$ cat src/rtl/mod12_ctrl_pkg.sv
`default_nettype none
// +--------------------------------------------------------------------+
// | mod12_ctrl_pkg : shared state encoding and defaults for run ctrl   |
// | Rev 1.0                                                            |
// +--------------------------------------------------------------------+
package mod12_ctrl_pkg;

  typedef enum logic [1:0] {
    IDLE  = 2'd0,
    RUN   = 2'd1,
    PAUSE = 2'd2,
    DONE  = 2'd3
  } state_t;

  localparam int DEF_MOD   = 12;
  localparam int DEF_CNT_W = 4;
  localparam int DEF_REV_W = 8;

endpackage
`default_nettype wire

$ cat src/rtl/mod_n_counter.sv
`default_nettype none
// +--------------------------------------------------------------------+
// | mod_n_counter : enabled modulo-MOD up counter with sync clear      |
// | Rev 1.0                                                            |
// +--------------------------------------------------------------------+
module mod_n_counter #(
  parameter int MOD   = 12,
  parameter int CNT_W = 4
) (
  input  logic             clk,
  input  logic             rst_n,
  input  logic             en,
  input  logic             clr,
  output logic [CNT_W-1:0] count_out,
  output logic             at_max
);

  localparam logic [CNT_W-1:0] MAX_VAL = CNT_W'(MOD - 1);

  // Explicit compare against MOD-1 so non-power-of-two moduli never overflow
  assign at_max = (count_out == MAX_VAL);

  always_ff @(posedge clk or negedge rst_n) begin
    if (!rst_n) begin
      count_out <= '0;
    end else if (clr) begin
      count_out <= '0;
    end else if (en) begin
      count_out <= at_max ? '0 : count_out + CNT_W'(1);
    end
  end

endmodule
`default_nettype wire

$ cat src/rtl/mod12_run_ctrl.sv
`default_nettype none
// +--------------------------------------------------------------------+
// | mod12_run_ctrl : counted, pausable run control for a mod-N counter |
// | Rev 1.0                                                            |
// +--------------------------------------------------------------------+
module mod12_run_ctrl
  import mod12_ctrl_pkg::*;
#(
  parameter int MOD   = DEF_MOD,
  parameter int CNT_W = DEF_CNT_W,
  parameter int REV_W = DEF_REV_W
) (
  input  logic             clk,
  input  logic             rst_n,
  input  logic             start,
  input  logic             stop,
  input  logic             pause,
  input  logic [REV_W-1:0] cycles,
  output logic             in_en,
  output logic [CNT_W-1:0] count_out,
  output logic             wrap,
  output logic [REV_W-1:0] rev_cnt,
  output logic             busy,
  output logic             done
);

  state_t           state;
  state_t           state_nxt;
  logic [REV_W-1:0] target;
  logic [REV_W-1:0] rev_inc;
  logic             at_max;
  logic             wrap_evt;
  logic             cnt_clr;
  logic             start_acc;

  assign in_en     = (state == RUN) & ~pause & ~stop;
  assign wrap_evt  = in_en & at_max;
  assign rev_inc   = rev_cnt + REV_W'(1);
  assign start_acc = (state == IDLE) & start;
  assign busy      = (state == RUN) | (state == PAUSE);
  assign done      = (state == DONE);

  mod_n_counter #(
    .MOD   (MOD),
    .CNT_W (CNT_W)
  ) u_cnt (
    .clk       (clk),
    .rst_n     (rst_n),
    .en        (in_en),
    .clr       (cnt_clr),
    .count_out (count_out),
    .at_max    (at_max)
  );

  always_comb begin
    state_nxt = state;
    cnt_clr   = 1'b0;
    case (state)
      IDLE: begin
        if (start) begin
          cnt_clr   = 1'b1;
          state_nxt = (cycles != '0) ? RUN : DONE;
        end
      end
      RUN: begin
        if (stop) begin
          cnt_clr   = 1'b1;
          state_nxt = IDLE;
        end else if (pause) begin
          state_nxt = PAUSE;
        end else if (wrap_evt && (rev_inc == target)) begin
          state_nxt = DONE;
        end
      end
      PAUSE: begin
        if (stop) begin
          cnt_clr   = 1'b1;
          state_nxt = IDLE;
        end else if (!pause) begin
          state_nxt = RUN;
        end
      end
      DONE: begin
        cnt_clr   = 1'b1;
        state_nxt = IDLE;
      end
      default: state_nxt = IDLE;
    endcase
  end

  // rev_cnt survives a stop so the caller can see how far the run got
  always_ff @(posedge clk or negedge rst_n) begin
    if (!rst_n) begin
      state   <= IDLE;
      target  <= '0;
      rev_cnt <= '0;
      wrap    <= 1'b0;
    end else begin
      state <= state_nxt;
      wrap  <= wrap_evt;
      if (start_acc) begin
        target  <= cycles;
        rev_cnt <= '0;
      end else if (wrap_evt) begin
        rev_cnt <= rev_inc;
      end
    end
  end

endmodule
`default_nettype wire
$ cat config.mk
export PLATFORM = sky130hd
export DESIGN_NAME = mod12_run_ctrl
export DESIGN_NICKNAME = d
export VERILOG_FILES = /design/src/rtl/mod12_ctrl_pkg.sv /design/src/rtl/mod_n_counter.sv /design/src/rtl/mod12_run_ctrl.sv
export SDC_FILE = /design/constraint.sdc
export NUM_CORES = 1
export LEC_CHECK = 0
export CORE_UTILIZATION = 54
export CTS_CLUSTER_SIZE = 8
export DETAILED_ROUTE_END_ITERATION = 7
export PLACE_DENSITY_LB_ADDON = 0.2
export SLEW_MARGIN = 20
export SYNTH_ARGS = -nofsm -noshare
export SYNTH_HDL_FRONTEND = slang
export SYNTH_SLANG_ARGS = --single-unit
$ cat constraint.sdc
create_clock -name clk -period 3.1 [get_ports clk]
set_input_delay 0.775 -clock clk [delete_from_list [all_inputs] [get_ports clk]]
set_output_delay 0.775 -clock clk [all_outputs]
set_load 0.01 [all_outputs]
==> qor.log <==
qor: status.run_status finished clean
qor: synth.synth-edff-count 0
qor: die.floorplan.initialDensity 59.7%
qor: synth.synthesis.yosys.warnings 0
qor: route.detailedRoute.firstPassIterationCount 4
qor: grt.antenna_found_initial 0
qor: die.cell_row_count 17
qor: synth.async_flop_share 100%
qor: clocking.cts_repair_resize_count 0
qor: sta.period_needed 2820 ps
qor: pwr.report.power.total 1080 uW
qor: placement.post_dp_hpwl 2300 microns
qor: critical_path.setup.worst_path.start_class input port
qor: die.die_area 2770 sq um
qor: placement.placed_cells_incl_taps 206
qor: cells_and_area.finish.cell_count_without_fillers 210
qor: critical_path.critical_path_startpoint stop
qor: critical_path.timing.rr.end state[1]
qor: pwr.share_comb_of_total_power 45.7%
qor: grt.grt_pass1_wl 4950 microns
qor: pwr.switching_power 425 uW
qor: cells_and_area.multi_input_logic_area 751 sq um
qor: grt.globalRouteTotalUtil 24.6%
qor: grt.gr-total-overflow 0
qor: clocking.worstSkewPairLatency 320 ps
qor: clocking.tritoncts.num_buffers 3
qor: critical_path.crit_required 2320 ps
qor: die.top_level_ports 29
qor: route.drtAntennaViolNets 0
qor: critical_path.worst_setup_path_end_kind output port
qor: sta.setup_violations 0
qor: synth.post_synth_num_cell_types 36
qor: synth.synth-seq-area-share 41.6%
qor: clocking.cts_max_path_buffers 2
qor: clocking.cts_tree built
qor: sta.setup_repair_after_global_routing_missed_its_margin false
qor: synth.postSynth.topFlopCell sky130_fd_sc_hd__dfrtp_1
qor: grt.vias_in_the_first_global_route 1114
qor: critical_path.worst-setup-path-type input port to output port
qor: placement.place.gp.congestion 0.912
qor: cells_and_area.regArea 576 sq um
qor: route.routed_vias_inst 5.59
qor: critical_path.ff2ff_path_depth 9
qor: critical_path.r2r_start state[1]
qor: pwr.p_leak 0.000746 uW
qor: sta.fmax 0.355 GHz
qor: pwr.pwr_density_cell 630 nW/um^2
qor: pwr.flop_pwr_share 40.5%
qor: placement.port-buffer-count 28
qor: die.die_height 52.6 microns
qor: grt.grt_start_max_net_pins 24
qor: cells_and_area.design.final.nets 203
qor: route.wl_per_cell 14.3 microns
qor: sta.total_count_of_max_transition_violations_in_the_final_report 0
qor: synth.postSynthRegisterBits 23
qor: clocking.h-tree-depth 1
qor: pwr.cell_internal_pwr 650 uW
qor: synth.syn_area_per_cell 8.99 sq um
qor: clocking.clock_transition_time_at_the_flip_flop_clock_pins_of_the_worst_setup_and_hold_paths 130 ps
qor: cells_and_area.layout.core_utilization 73.6%
qor: route.vias 1173
qor: cells_and_area.final_cell_mix sky130_fd_sc_hd__nand2_1 (34), sky130_fd_sc_hd__clkdlybuf4s50_1 (28), sky130_fd_sc_hd__dfrtp_1 (23), sky130_fd_sc_hd__nor2_1 (14), sky130_fd_sc_hd__xnor2_1 (13)
qor: pwr.clock_power_share 13.8%
qor: pwr.sw_frac_of_total 39.6%
qor: clocking.numClockSinks 23
qor: synth.synth_fp_nets 174
qor: critical_path.worst-path-max-fanout 4
qor: sta.clock_skew 8.17 ps
qor: die.placeableCoreArea 2320 sq um
qor: sta.timing_worst_slew_pin_value 558 ps
qor: cells_and_area.nFillCells 174
qor: synth.synthesis.instances 154
qor: sta.final.setup.tns 0 ps
qor: job.maxCapViolCount 0
qor: clocking.clk_root_buffer_cell sky130_fd_sc_hd__clkbuf_4
qor: die.floorplan.die.width 52.6 microns
qor: critical_path.worst_ep_arrival_time 2040 ps
qor: sta.max_slew_margin 62.8%
qor: cells_and_area.area.growth.synth_to_final 23.2%
qor: route.detailedRoute.firstIterationViolations 28
qor: cells_and_area.final_common_cell sky130_fd_sc_hd__nand2_1
qor: cells_and_area.antenna_cells 0
qor: cells_and_area.post_route_cells_drive_above_1_share 7.14%
qor: route.routed_wirelength 3010 microns
qor: clocking.cts_hold_buffers 0
qor: sta.report.final.hold_viol_count 0
qor: route.drt_drc_violations_left 0
qor: synth.syn_area 1380 sq um
qor: critical_path.setup.worst_path.end in_en
qor: sta.timing.final.crit_share 90.9%
qor: worst_hold_path.min_path_type register to register
qor: critical_path.setup.reg_to_reg.worst_slack 920 ps
qor: pwr.vdd.ir_drop.worst 624 uV
qor: clocking.postCtsSetupRepairBufs 0
worst min path at each step:
stage | start | to | cells after the start
5_1_grt | target[7] | target[7] | 2
3_5_place_dp | target[5] | target[5] | 2
4_1_cts | target[5] | target[5] | 2
3_3_place_gp | target[2] | target[2] | 2
2_1_floorplan | target[0] | target[0] | 2
6_report | target[2] | target[2] | 2
synth_stat cells (2+ instances only):
cell type | number | share of area [%]
sky130_fd_sc_hd__nand2_1 | 34 | 9.2
sky130_fd_sc_hd__dfrtp_1 | 23 | 42
sky130_fd_sc_hd__nor2_1 | 14 | 3.8
sky130_fd_sc_hd__xnor2_1 | 13 | 8.2
sky130_fd_sc_hd__nand3_1 | 8 | 2.9
sky130_fd_sc_hd__ha_1 | 7 | 6.3
sky130_fd_sc_hd__a21oi_1 | 6 | 2.2
sky130_fd_sc_hd__xor2_1 | 6 | 3.8
sky130_fd_sc_hd__clkbuf_1 | 4 | 1.1
sky130_fd_sc_hd__inv_1 | 4 | 1.1
sky130_fd_sc_hd__mux2i_1 | 3 | 2.2
sky130_fd_sc_hd__nor4_1 | 3 | 1.4
sky130_fd_sc_hd__o21ai_0 | 3 | 1.1
sky130_fd_sc_hd__buf_6 | 2 | 1.6
sky130_fd_sc_hd__nand4_1 | 2 | 0.90
sky130_fd_sc_hd__or2_2 | 2 | 0.90
stage by stage:
step	hold WS, ps	area, sq um	worst slack, ps
final	519	1710	282
after global routing	544	1710	214
after CTS	523	1710	273
after detailed placement	493	1680	271
after global placement	483	1680	304
after floorplan	465	1380	969
logic make-up after synthesis:
group | synth area share (%)
AND/OR/NAND/NOR | 25.2
adder cells (fa/ha/maj) | 6.33
buffers and inverters | 4.16
flip-flops | 41.6
XOR/XNOR | 12.0
AO/OA/AOI/OAI | 7.69
multiplexers | 2.98
flip-flops by register name, indices dropped and copies added (netlist names):
name             cells
rev_cnt              8
target               8
state                2
wrap                 1
u_cnt.count_out      4
final cells by class:
cell class	count	share of cell area, %
Clock buffer	4	1.54
Inverter	4	0.880
Multi-Input combinational cell	120	44.0
Sequential cell	23	33.7
Tap cell	28	2.05
Timing Repair Buffer	31	17.8
critical path: stages:
cell                              delay (ps)
sky130_fd_sc_hd__clkdlybuf4s50_1         470
sky130_fd_sc_hd__nor3b_2                 240
sky130_fd_sc_hd__clkdlybuf4s50_1         560
per-layer routing:
metal  track usage (%)  up-vias  wire length, microns
li1                  -      571                     -
met1              31.2      559                  1370
met2              42.8       36                  1480
met3              2.61        7                   115
met4              8.77        0                    51
met5                 0        -                     0
power groups by stage:
stage | combinational (uW) | clock, uW | sequential (uW)
6_report | 492 | 148 | 436
5_1_grt | 544 | 158 | 443
4_1_cts | 491 | 145 | 435
3_5_place_dp | 489 | 0 | 441
3_3_place_gp | 463 | 0 | 436
2_1_floorplan | 339 | 0 | 428
No activity file was read; power rests on OpenSTA's default activity.
